File: src/rtl/wb_pkg.sv
`default_nettype none
// ============================================================================
//  Module   : wb_pkg
//  Brief    : Shared widths and queue entry type for the register writeback path
//  Revision : 1.0
// ============================================================================
package wb_pkg;
    localparam int XLEN  = 32;
    localparam int REG_W = 5;

    typedef struct packed {
        logic [REG_W-1:0] rd;
        logic [XLEN-1:0]  val;
    } wb_entry_t;
endpackage
`default_nettype wire

File: src/rtl/reg_writeback_unit_if.sv
`default_nettype none
// ============================================================================
//  Module   : reg_writeback_unit_if
//  Brief    : Producer handshakes, register-file write port and forwarding bus
//  Revision : 1.0
// ============================================================================
interface reg_writeback_unit_if #(
    parameter int DEPTH = 4
);
    import wb_pkg::*;

    logic                       i_ld_valid;
    logic                       o_ld_ready;
    logic [REG_W-1:0]           i_ld_rd;
    logic [XLEN-1:0]            i_ld_val;
    logic                       i_alu_valid;
    logic                       o_alu_ready;
    logic [REG_W-1:0]           i_alu_rd;
    logic [XLEN-1:0]            i_alu_val;
    logic                       i_rd_req;
    logic                       o_w_en;
    logic [REG_W-1:0]           o_w_reg_num;
    logic [XLEN-1:0]            o_w_val;
    logic [REG_W-1:0]           i_fwd_reg_1;
    logic [REG_W-1:0]           i_fwd_reg_2;
    logic                       o_fwd_hit_1;
    logic                       o_fwd_hit_2;
    logic [XLEN-1:0]            o_fwd_val_1;
    logic [XLEN-1:0]            o_fwd_val_2;
    logic [$clog2(DEPTH):0]     o_count;

    modport slave (
        input  i_ld_valid, i_ld_rd, i_ld_val,
        input  i_alu_valid, i_alu_rd, i_alu_val,
        input  i_rd_req, i_fwd_reg_1, i_fwd_reg_2,
        output o_ld_ready, o_alu_ready,
        output o_w_en, o_w_reg_num, o_w_val,
        output o_fwd_hit_1, o_fwd_hit_2, o_fwd_val_1, o_fwd_val_2,
        output o_count
    );

    modport master (
        output i_ld_valid, i_ld_rd, i_ld_val,
        output i_alu_valid, i_alu_rd, i_alu_val,
        output i_rd_req, i_fwd_reg_1, i_fwd_reg_2,
        input  o_ld_ready, o_alu_ready,
        input  o_w_en, o_w_reg_num, o_w_val,
        input  o_fwd_hit_1, o_fwd_hit_2, o_fwd_val_1, o_fwd_val_2,
        input  o_count
    );
endinterface
`default_nettype wire

File: src/rtl/wb_fifo.sv
`default_nettype none
// ============================================================================
//  Module   : wb_fifo
//  Brief    : Circular buffer of writeback entries with two youngest-first lookups
//  Revision : 1.0
// ============================================================================
module wb_fifo
    import wb_pkg::*;
#(
    parameter  int DEPTH = 4,
    localparam int PTR_W = $clog2(DEPTH),
    localparam int CNT_W = PTR_W + 1
) (
    input  wire logic             i_clk,
    input  wire logic             i_rst,
    input  wire logic             i_push,
    input  wire wb_entry_t        i_din,
    input  wire logic             i_pop,
    output wb_entry_t             o_head,
    output logic [CNT_W-1:0]      o_count,
    input  wire logic [REG_W-1:0] i_q_rd_1,
    input  wire logic [REG_W-1:0] i_q_rd_2,
    output logic                  o_hit_1,
    output logic                  o_hit_2,
    output logic [XLEN-1:0]       o_val_1,
    output logic [XLEN-1:0]       o_val_2
);
    wb_entry_t         r_mem [DEPTH];
    logic [PTR_W-1:0]  r_head;
    logic [PTR_W-1:0]  r_tail;
    logic [CNT_W-1:0]  r_count;
    logic [PTR_W-1:0]  w_idx;

    always_ff @(posedge i_clk) begin
        if (i_push) begin
            r_mem[r_tail] <= i_din;
        end
    end

    always_ff @(posedge i_clk) begin
        if (i_rst) begin
            r_head  <= '0;
            r_tail  <= '0;
            r_count <= '0;
        end else begin
            if (i_push) r_tail <= r_tail + PTR_W'(1);
            if (i_pop)  r_head <= r_head + PTR_W'(1);
            case ({i_push, i_pop})
                2'b10:   r_count <= r_count + CNT_W'(1);
                2'b01:   r_count <= r_count - CNT_W'(1);
                default: r_count <= r_count;
            endcase
        end
    end

    assign o_head  = r_mem[r_head];
    assign o_count = r_count;

    // Walk from tail-1 back towards head; the first match is the youngest.
    always_comb begin
        o_hit_1 = 1'b0;
        o_hit_2 = 1'b0;
        o_val_1 = '0;
        o_val_2 = '0;
        w_idx   = '0;
        for (int i = 0; i < DEPTH; i++) begin
            w_idx = r_tail - PTR_W'(i + 1);
            if (CNT_W'(i) < r_count) begin
                if (!o_hit_1 && i_q_rd_1 != '0 && r_mem[w_idx].rd == i_q_rd_1) begin
                    o_hit_1 = 1'b1;
                    o_val_1 = r_mem[w_idx].val;
                end
                if (!o_hit_2 && i_q_rd_2 != '0 && r_mem[w_idx].rd == i_q_rd_2) begin
                    o_hit_2 = 1'b1;
                    o_val_2 = r_mem[w_idx].val;
                end
            end
        end
    end
endmodule
`default_nettype wire

File: src/rtl/reg_writeback_unit.sv
`default_nettype none
// ============================================================================
//  Module   : reg_writeback_unit
//  Brief    : Arbitrates ALU/load results, queues them and drains to the regfile
//  Revision : 1.0
// ============================================================================
module reg_writeback_unit
    import wb_pkg::*;
#(
    parameter int DEPTH = 4
) (
    input  wire logic           i_clk,
    input  wire logic           i_rst,
    reg_writeback_unit_if.slave bus
);
    localparam int CNT_W = $clog2(DEPTH) + 1;

    logic             r_w_en;
    logic [REG_W-1:0] r_w_reg_num;
    logic [XLEN-1:0]  r_w_val;

    wb_entry_t        w_head;
    wb_entry_t        w_in;
    logic [CNT_W-1:0] w_count;
    logic             w_full, w_empty;
    logic             w_ld_acc, w_alu_acc, w_in_live;
    logic             w_pop, w_push, w_bypass;
    logic             w_q_hit_1, w_q_hit_2;
    logic [XLEN-1:0]  w_q_val_1, w_q_val_2;

    assign w_full  = (w_count == CNT_W'(DEPTH));
    assign w_empty = (w_count == '0);

    assign bus.o_ld_ready  = !w_full;
    assign bus.o_alu_ready = !w_full && !bus.i_ld_valid;

    assign w_ld_acc  = bus.i_ld_valid  && bus.o_ld_ready;
    assign w_alu_acc = bus.i_alu_valid && bus.o_alu_ready;
    assign w_in      = w_ld_acc ? '{rd: bus.i_ld_rd,  val: bus.i_ld_val}
                                : '{rd: bus.i_alu_rd, val: bus.i_alu_val};
    // Writes to x0 complete the handshake but are discarded here.
    assign w_in_live = (w_ld_acc || w_alu_acc) && (w_in.rd != '0);

    assign w_pop    = !bus.i_rd_req && !w_empty;
    assign w_bypass = !bus.i_rd_req &&  w_empty && w_in_live;
    assign w_push   = w_in_live && !w_bypass;

    wb_fifo #(.DEPTH(DEPTH)) u_fifo (
        .i_clk    (i_clk),
        .i_rst    (i_rst),
        .i_push   (w_push),
        .i_din    (w_in),
        .i_pop    (w_pop),
        .o_head   (w_head),
        .o_count  (w_count),
        .i_q_rd_1 (bus.i_fwd_reg_1),
        .i_q_rd_2 (bus.i_fwd_reg_2),
        .o_hit_1  (w_q_hit_1),
        .o_hit_2  (w_q_hit_2),
        .o_val_1  (w_q_val_1),
        .o_val_2  (w_q_val_2)
    );

    always_ff @(posedge i_clk) begin
        if (i_rst) begin
            r_w_en      <= 1'b0;
            r_w_reg_num <= '0;
            r_w_val     <= '0;
        end else if (w_pop) begin
            r_w_en      <= 1'b1;
            r_w_reg_num <= w_head.rd;
            r_w_val     <= w_head.val;
        end else if (w_bypass) begin
            r_w_en      <= 1'b1;
            r_w_reg_num <= w_in.rd;
            r_w_val     <= w_in.val;
        end else begin
            r_w_en      <= 1'b0;
        end
    end

    assign bus.o_w_en      = r_w_en;
    assign bus.o_w_reg_num = r_w_reg_num;
    assign bus.o_w_val     = r_w_val;
    assign bus.o_count     = w_count;

    // The output register is older than anything queued, so it only answers on a queue miss.
    always_comb begin
        bus.o_fwd_hit_1 = w_q_hit_1;
        bus.o_fwd_val_1 = w_q_val_1;
        bus.o_fwd_hit_2 = w_q_hit_2;
        bus.o_fwd_val_2 = w_q_val_2;
        if (!w_q_hit_1 && r_w_en && bus.i_fwd_reg_1 != '0 && r_w_reg_num == bus.i_fwd_reg_1) begin
            bus.o_fwd_hit_1 = 1'b1;
            bus.o_fwd_val_1 = r_w_val;
        end
        if (!w_q_hit_2 && r_w_en && bus.i_fwd_reg_2 != '0 && r_w_reg_num == bus.i_fwd_reg_2) begin
            bus.o_fwd_hit_2 = 1'b1;
            bus.o_fwd_val_2 = r_w_val;
        end
    end
endmodule
`default_nettype wire
File: src/flat_wrapper.sv
// flat-port wrapper written by rule: the top's interface ports become plain ports
module reg_writeback_unit_flat import wb_pkg::*;
#(
    parameter int DEPTH = 4
)
  (i_clk, i_rst, bus_i_ld_valid, bus_i_ld_rd, bus_i_ld_val, bus_i_alu_valid, bus_i_alu_rd, bus_i_alu_val, bus_i_rd_req, bus_i_fwd_reg_1, bus_i_fwd_reg_2, bus_o_ld_ready, bus_o_alu_ready, bus_o_w_en, bus_o_w_reg_num, bus_o_w_val, bus_o_fwd_hit_1, bus_o_fwd_hit_2, bus_o_fwd_val_1, bus_o_fwd_val_2, bus_o_count);
  reg_writeback_unit_if #(.DEPTH(DEPTH)) bus_i ();
  input  wire logic i_clk;
  input  wire logic i_rst;
  input wire logic [$bits(bus_i.i_ld_valid)-1:0] bus_i_ld_valid;
  input wire logic [$bits(bus_i.i_ld_rd)-1:0] bus_i_ld_rd;
  input wire logic [$bits(bus_i.i_ld_val)-1:0] bus_i_ld_val;
  input wire logic [$bits(bus_i.i_alu_valid)-1:0] bus_i_alu_valid;
  input wire logic [$bits(bus_i.i_alu_rd)-1:0] bus_i_alu_rd;
  input wire logic [$bits(bus_i.i_alu_val)-1:0] bus_i_alu_val;
  input wire logic [$bits(bus_i.i_rd_req)-1:0] bus_i_rd_req;
  input wire logic [$bits(bus_i.i_fwd_reg_1)-1:0] bus_i_fwd_reg_1;
  input wire logic [$bits(bus_i.i_fwd_reg_2)-1:0] bus_i_fwd_reg_2;
  output wire logic [$bits(bus_i.o_ld_ready)-1:0] bus_o_ld_ready;
  output wire logic [$bits(bus_i.o_alu_ready)-1:0] bus_o_alu_ready;
  output wire logic [$bits(bus_i.o_w_en)-1:0] bus_o_w_en;
  output wire logic [$bits(bus_i.o_w_reg_num)-1:0] bus_o_w_reg_num;
  output wire logic [$bits(bus_i.o_w_val)-1:0] bus_o_w_val;
  output wire logic [$bits(bus_i.o_fwd_hit_1)-1:0] bus_o_fwd_hit_1;
  output wire logic [$bits(bus_i.o_fwd_hit_2)-1:0] bus_o_fwd_hit_2;
  output wire logic [$bits(bus_i.o_fwd_val_1)-1:0] bus_o_fwd_val_1;
  output wire logic [$bits(bus_i.o_fwd_val_2)-1:0] bus_o_fwd_val_2;
  output wire logic [$bits(bus_i.o_count)-1:0] bus_o_count;
  assign bus_i.i_ld_valid = bus_i_ld_valid;
  assign bus_i.i_ld_rd = bus_i_ld_rd;
  assign bus_i.i_ld_val = bus_i_ld_val;
  assign bus_i.i_alu_valid = bus_i_alu_valid;
  assign bus_i.i_alu_rd = bus_i_alu_rd;
  assign bus_i.i_alu_val = bus_i_alu_val;
  assign bus_i.i_rd_req = bus_i_rd_req;
  assign bus_i.i_fwd_reg_1 = bus_i_fwd_reg_1;
  assign bus_i.i_fwd_reg_2 = bus_i_fwd_reg_2;
  assign bus_o_ld_ready = bus_i.o_ld_ready;
  assign bus_o_alu_ready = bus_i.o_alu_ready;
  assign bus_o_w_en = bus_i.o_w_en;
  assign bus_o_w_reg_num = bus_i.o_w_reg_num;
  assign bus_o_w_val = bus_i.o_w_val;
  assign bus_o_fwd_hit_1 = bus_i.o_fwd_hit_1;
  assign bus_o_fwd_hit_2 = bus_i.o_fwd_hit_2;
  assign bus_o_fwd_val_1 = bus_i.o_fwd_val_1;
  assign bus_o_fwd_val_2 = bus_i.o_fwd_val_2;
  assign bus_o_count = bus_i.o_count;
  reg_writeback_unit #(.DEPTH(DEPTH)) u_core (.i_clk(i_clk), .i_rst(i_rst), .bus(bus_i));
endmodule
File: config.mk
export PLATFORM = sky130hd
export DESIGN_NAME = reg_writeback_unit_flat
export DESIGN_NICKNAME = d
export VERILOG_FILES = /design/src/rtl/wb_pkg.sv /design/src/rtl/reg_writeback_unit_if.sv /design/src/rtl/wb_fifo.sv /design/src/rtl/reg_writeback_unit.sv /design/src/flat_wrapper.sv
export SDC_FILE = /design/constraint.sdc
export NUM_CORES = 1
export LEC_CHECK = 0
export ABC_CLOCK_PERIOD_IN_PS = 11900
export BUFFER_PORTS_ARGS = -buffer_cell sky130_fd_sc_hd__buf_4
export CORE_ASPECT_RATIO = 0.9
export CORE_MARGIN = 5
export CORE_UTILIZATION = 55
export CTS_CLUSTER_SIZE = 14
export DETAILED_ROUTE_END_ITERATION = 8
export GPL_TIMING_DRIVEN = 1
export HOLD_SLACK_MARGIN = 0.1
export PLACE_DENSITY = 0.84
export SYNTH_ARGS = -nofsm -noshare
export SYNTH_HDL_FRONTEND = slang
export SYNTH_SLANG_ARGS = --single-unit
File: constraint.sdc
create_clock -name i_clk -period 11.9 [get_ports i_clk]
set_clock_uncertainty 0.1 [all_clocks]
set_input_delay 2.975 -clock i_clk [delete_from_list [all_inputs] [get_ports i_clk]]
set_output_delay 2.975 -clock i_clk [all_outputs]
set_load 0.01 [all_outputs]
Yosys cells after proc, flatten, opt, wreduce, memory -nomap -nowiden
Memory sizes are Yosys's and may differ from the RTL's. A register that Yosys moved wholly into a read port is not among the register bits.
Cells that the tools add are included.
{"block": "classes", "magnitude_cmp": 4, "mux": 50, "add_sub_neg": 7, "eq_ne": 13, "n_reduce_logical": 48}
{"cell": "32-bit 2-to-1 mux", "n": 20}
{"cell": "5-bit == test", "n": 10}
{"cell": "37-bit 2-to-1 mux", "n": 1}
{"cell": "1-bit logical AND", "n": 28}
{"cell": "1-bit 2-to-1 mux", "n": 22}
{"cell": "5-bit nonzero test", "n": 3}
{"cell": "1-bit logical NOT", "n": 13}
{"cell": "5-bit 2-to-1 mux", "n": 2}
{"cell": "2-bit 2-to-1 mux", "n": 4}
{"cell": "1-bit by 3-bit less-than comparator with 1-bit output (first input constant)", "n": 2}
{"cell": "2-bit by 3-bit less-than comparator with 1-bit output (first input constant)", "n": 2}
{"cell": "3-bit one-hot mux with 2 select lines", "n": 1}
{"cell": "2-bit by 1-bit adder with 2-bit output (second input constant)", "n": 2}
{"cell": "2-bit nonzero test", "n": 2}
{"cell": "2-bit subtractor (second input constant)", "n": 2}
{"cell": "3-bit by 1-bit adder with 3-bit output (second input constant)", "n": 1}
{"cell": "3-bit == test (second input constant)", "n": 1}
{"cell": "3-bit logical NOT", "n": 1}
{"cell": "3-bit by 1-bit subtractor with 3-bit output (second input constant)", "n": 1}
{"cell": "2-bit by 1-bit == test with 1-bit output (second input constant)", "n": 1}
{"cell": "2-bit == test (second input constant)", "n": 1}
{"cell": "2-bit by 1-bit subtractor with 2-bit output (second input constant)", "n": 1}
{"cell": "1-bit logical OR", "n": 1}
{"block": "word_totals", "mem_count": 1, "regBits": 45, "ram_bits": 148, "input_bits": 89}
{"memory": "u_core.u_fifo.r_mem", "depth": 4, "word_bits": 37, "rd": 5, "rd_ports_with_merged_regs": 2, "wr": 1, "line_no": "wb_fifo.sv:28", "text": "wb_entry_t r_mem [DEPTH];"}

Logic depth before layout (Yosys ltp)
An unclocked memory read counts as a cell.
{"block": "depth", "ltp_word": 26, "depth_mapped": 18}

Hierarchy
Synthesis repeated with hierarchy kept, for this count alone.
{"block": "hier_totals", "hier_cells": 1423, "hier_area_um2": 16156.7}
{"module": "wb_fifo", "seq_area_each_um2": 4664.5, "cells_each": 977, "instances": 1, "area_each_um2": 12378.1}
{"module": "reg_writeback_unit", "seq_area_each_um2": 760.7, "cells_each": 446, "instances": 1, "area_each_um2": 3778.6}

Worst setup path after synthesis
Ideal clock, no wire load.
{"block": "synth_path", "path_kind": "in2out", "startpoint": "input port bus_i_fwd_reg_1[3]", "endpoint": "output port bus_o_fwd_val_1[19]", "t_arrival_ns": 5.154, "cell_stages": 11, "required_time_ns": 8.825, "setup_slack_ns": 3.671, "cell_sequence": "clkbuf_1 nor4_1 a211oi_2 o21ai_4 or2_1 buf_6 nand4_2 or2_1 buf_2 buf_2 a31oi_1"}
{"block": "synth_between", "elab_chain_cells": 24, "word_cells_on_any_way": 37, "classes_between": "5 x eq/ne; 17 x mux; 15 x reduce/logical"}
{"item": "start: declaration", "line_no": "flat_wrapper.sv:17", "text": "input wire logic [$bits(bus_i.i_fwd_reg_1)-1:0] bus_i_fwd_reg_1;"}
{"item": "5-bit == test / 5-bit nonzero test (equally long branches)", "line_no": "wb_fifo.sv:69, reg_writeback_unit.sv:93"}
{"item": "1-bit logical AND", "line_no": "wb_fifo.sv:69", "text": "if (!o_hit_1 && i_q_rd_1 != '0 && r_mem[w_idx].rd == i_q_rd_1) begin"}
{"item": "1-bit 2-to-1 mux", "line_no": "wb_fifo.sv:69"}
{"item": "1-bit 2-to-1 mux", "line_no": "wb_fifo.sv:68", "text": "if (CNT_W'(i) < r_count) begin"}
{"item": "1-bit logical NOT", "line_no": "wb_fifo.sv:69"}
{"item": "1-bit logical AND (2 in series)", "line_no": "wb_fifo.sv:69"}
{"item": "1-bit 2-to-1 mux", "line_no": "wb_fifo.sv:69"}
{"item": "1-bit 2-to-1 mux", "line_no": "wb_fifo.sv:68"}
{"item": "[4 not listed]"}
{"item": "1-bit 2-to-1 mux", "line_no": "wb_fifo.sv:68"}
{"item": "1-bit logical NOT", "line_no": "wb_fifo.sv:69"}
{"item": "1-bit logical AND (2 in series)", "line_no": "wb_fifo.sv:69"}
{"item": "1-bit 2-to-1 mux", "line_no": "wb_fifo.sv:69"}
{"item": "1-bit 2-to-1 mux", "line_no": "wb_fifo.sv:68"}
{"item": "1-bit logical NOT", "line_no": "reg_writeback_unit.sv:93", "text": "if (!w_q_hit_1 && r_w_en && bus.i_fwd_reg_1 != '0 && r_w_reg_num == bus.i_fwd_reg_1) begin"}
{"item": "1-bit logical AND (3 in series)", "line_no": "reg_writeback_unit.sv:93"}
{"item": "32-bit 2-to-1 mux *", "line_no": "reg_writeback_unit.sv:93"}
{"item": "end: declaration", "line_no": "flat_wrapper.sv:26", "text": "output wire logic [$bits(bus_i.o_fwd_val_1)-1:0] bus_o_fwd_val_1;"}
Mark *: on every way between the ends. The rest lies on a longest branch, timed or not.

Final worst setup path
{"block": "layout_path", "startpoint": "input port bus_i_fwd_reg_1[0]", "endpoint": "output port bus_o_fwd_val_1[23]"}
The elaborated chain is that of the path after synthesis.

==> flow_summary.yaml <==
clocking:
  post_cts_resized: 0
  htree_levels: 4
  clk_latency_ns: 0.44
  holdBufCountCts: 0
  path_clk_slew_ns: 0.07
  cts_buffer_depth: 2
  root_buffer: "clkbuf_16"
  postCtsSetupRepairBufs: 0
  tritoncts: "done"
  clock_sinks: 197
  cts_buffers: 17
logic_synthesis:
  syn-num-nets: 1457
  synth_area_per_cell_um2: 11.0
  syn_inst: 1360
  yosysSeqAreaShare: 0.362
  async_reset_ff_frac: 0
  synthFlopType: "edfxtp_1"
  yosysMostFrequentCell: "edfxtp_1"
  synth_common_cells: "148 x edfxtp_1, 146 x nand2_1, 123 x mux4_2"
  synth.distinct_cells: 70
  synth_edf_count: 148
  yosysTopAreaCell: "edfxtp_1"
  synthesis.area_um2: 15000
  netlist.area_leader.share: 0.297
  ys.warnings.count: 0
  ys_ff_latch: 197
  yosys-top-cells-area: "edfxtp_1 30%, mux4_2 18%, dfxtp_1 6.5%"
floorplan:
  core_area_um2: 27000
  dieHeight_um: 167
  die_area_um2: 30600
  rows: 57
  start_util: 0.556
  die_w_um: 184
  pin_count: 198
global_routing:
  grt_pass1_wl_um: 74600
  grt_antenna_before_repair: 0
  grt_usage: 0.309
  grt_pass1_vias: 13150
  grt-ovfl-total: 0
  grt_max_degree: 63
placement:
  port_buffers: 197
  gp_congestion: 0.945
  post-dp-hpwl_um: 30500
  dp_slack_ns: 2.43
drt:
  dr.pass1.iters: 7
  drc: 0
  avgViaCountPerCell: 7.35
  drt_iter0_drc: 2331
  vias: 13464
  drtAntennaViolNets: 0
  avgRoutedWirePerCell_um: 26.9
  wirelength_um: 49200
status:
  status: "completed"
critical_path:
  critPathKind: "in -> out"
  cpLargestDelayFamily: "simple AND/OR/NAND/NOR gates"
  worstPathArrival_ns: 6.59
  critical-path-max-stage-delay_ns: 0.92
  cp-end-kind: "output port"
  start_kind: "primary input"
  critical_path_required_ns: 8.83
  reg2reg_slack_ns: 7.27
  crit_chain: "buf_4 > nor4_1 > a211oi_2 > o21ai_4 > nor2_1 > nor4b_4 > buf_4 > a22oi_1 > a21oi_1 > buf_4"
  cp_max_fo: 19
  worstPathBufferInverterCount: 3
  path_common_cell: "buf_4"
  cp_slowest_cell: "nor4b_4"
timing:
  tightest_slew_ns: 1.28
  period_needed_ns: 9.67
  setup_slack_ns: 2.23
  slew_headroom: 0.138
  rsz0062_at_grt: "no"
  hold_violations: 0
  finalSetupTns_ns: 0
  maxSlewViolCount: 0
  setup_viol: 0
  max_clock_freq_ghz: 0.103
  period_share: 0.813
power:
  seq_power_share: 0.293
  clock_power_share: 0.154
  p_sw_frac: 0.438
  power_density_nw_per_um2: 225
  fin_total_pwr_w: 0.00383
  power_frac_comb: 0.553
  intPower_w: 0.00215
  p_leak_nw: 5.86
  power.net_switching_w: 0.00168
  vdd_drop_max_mv: 0.265
min_path:
  hold_path_class: "reg -> reg"
cells_and_area:
  syn2layout_area_growth_pct: 13.5
  final_core_util: 0.631
  drive_gt1_frac: 0.328
  fillers: 2045
  seq_area_um2: 5440
  multiInputGateArea_um2: 8670
  fin_nets: 1561
  antenna_cells: 0
flow_run:
  drv_cap: 0
==> stage by stage <==
step                area (µm²)  cells  hold WS [ns]
floorplan                15000   1360         0.385
global placement         16400   1799         0.398
detailed placement       16400   1799         0.417
CTS                      17000   1831         0.432
global route             17000   1831         0.473
finish                   17000   1831         0.431
==> cells in the final DEF (no fill, tap or decap), drive strengths merged, types with 22 or more instances in the layout <==
cell type	instances
a211oi	35
a21oi	63
a221oi	22
a22oi	31
a31oi	29
and2	32
buf	217
dfxtp	49
edfxtp	148
inv	69
mux2	61
mux2i	46
mux4	123
nand2	147
nor2	68
nor3	32
o21ai	38
o221ai	37
o311ai	30
xnor2	33
==> power by group through the flow <==
| stage | clock network (W) | registers (W) | logic, W |
|---|---|---|---|
| after floorplan | 0 | 0.00106 | 0.00152 |
| after global placement | 0 | 0.00111 | 0.00201 |
| after detailed placement | 0 | 0.00113 | 0.00205 |
| after CTS | 0.000586 | 0.00112 | 0.00207 |
| after global routing | 0.000617 | 0.00114 | 0.00224 |
| final | 0.000589 | 0.00112 | 0.00212 |
==> logic make-up (layout without fill, tap and decap cells) <==
kind of cell	after synthesis	after routing	synth area share
buffers and inverters	198	315	0.0606
xor gates and xnor gates	47	47	0.0280
adders and majority gates	8	8	0.00668
muxes	230	230	0.262
and+or+nand+nor	327	327	0.105
DFF	197	197	0.362
AOI/OAI and AO/OA	353	353	0.176
==> layout make-up <==
class | instances | share of cell area
well taps | 354 | 0.0260
flip-flops and latches | 197 | 0.320
clock inverters | 14 | 0.00890
clock buffers | 18 | 0.0252
multi-input cells | 965 | 0.510
inverters | 66 | 0.0146
repair buffers | 217 | 0.0958
==> metal layers <==
metal / track usage / wire length (µm) / up-vias
li1: - / - / 5544
met1: 0.412 / 17800 / 6421
met3: 0.0848 / 6750 / 249
met4: 0.126 / 2030 / 0
met2: 0.481 / 22600 / 1250
met5: 0 / 0 / -
==> registers in the layout (all words and copies together) (netlist names), named ones only <==
signal / flops
u_core.bus.o_w_val: 32
u_core.bus.o_w_reg_num: 5
u_core.u_fifo.r_tail: 2
u_core.u_fifo.r_head: 2
u_core.u_fifo.r_mem: 148
u_core.u_fifo.o_count: 3
u_core.bus.o_w_en: 1
==> worst paths after layout <==
| path | from | endpoint | cells past startpoint |
|---|---|---|---|
| hold / removal | u_core.u_fifo.r_head[1] | u_core.u_fifo.r_head[1] | 2 |
| hold reg to reg | u_core.u_fifo.r_head[1] | u_core.u_fifo.r_head[1] | 2 |
| setup reg to reg | u_core.u_fifo.o_count[1] | u_core.u_fifo.r_mem[1][5] | 10 |
| setup / recovery | bus_i_fwd_reg_1[0] | bus_o_fwd_val_1[23] | 10 |
==> worst register-to-register path, cell delays in order (launching register included) <==
cell and delay [ns]:
dfxtp_1 0.55, inv_1 0.15, ha_1 0.27, a21boi_4 0.16
buf_4 0.48, mux2i_1 0.30, nand3_1 0.16, o211ai_1 0.10
buf_4 0.33, a21oi_1 0.54, and2_2 1.09
(Power assumes the default switching activity.)
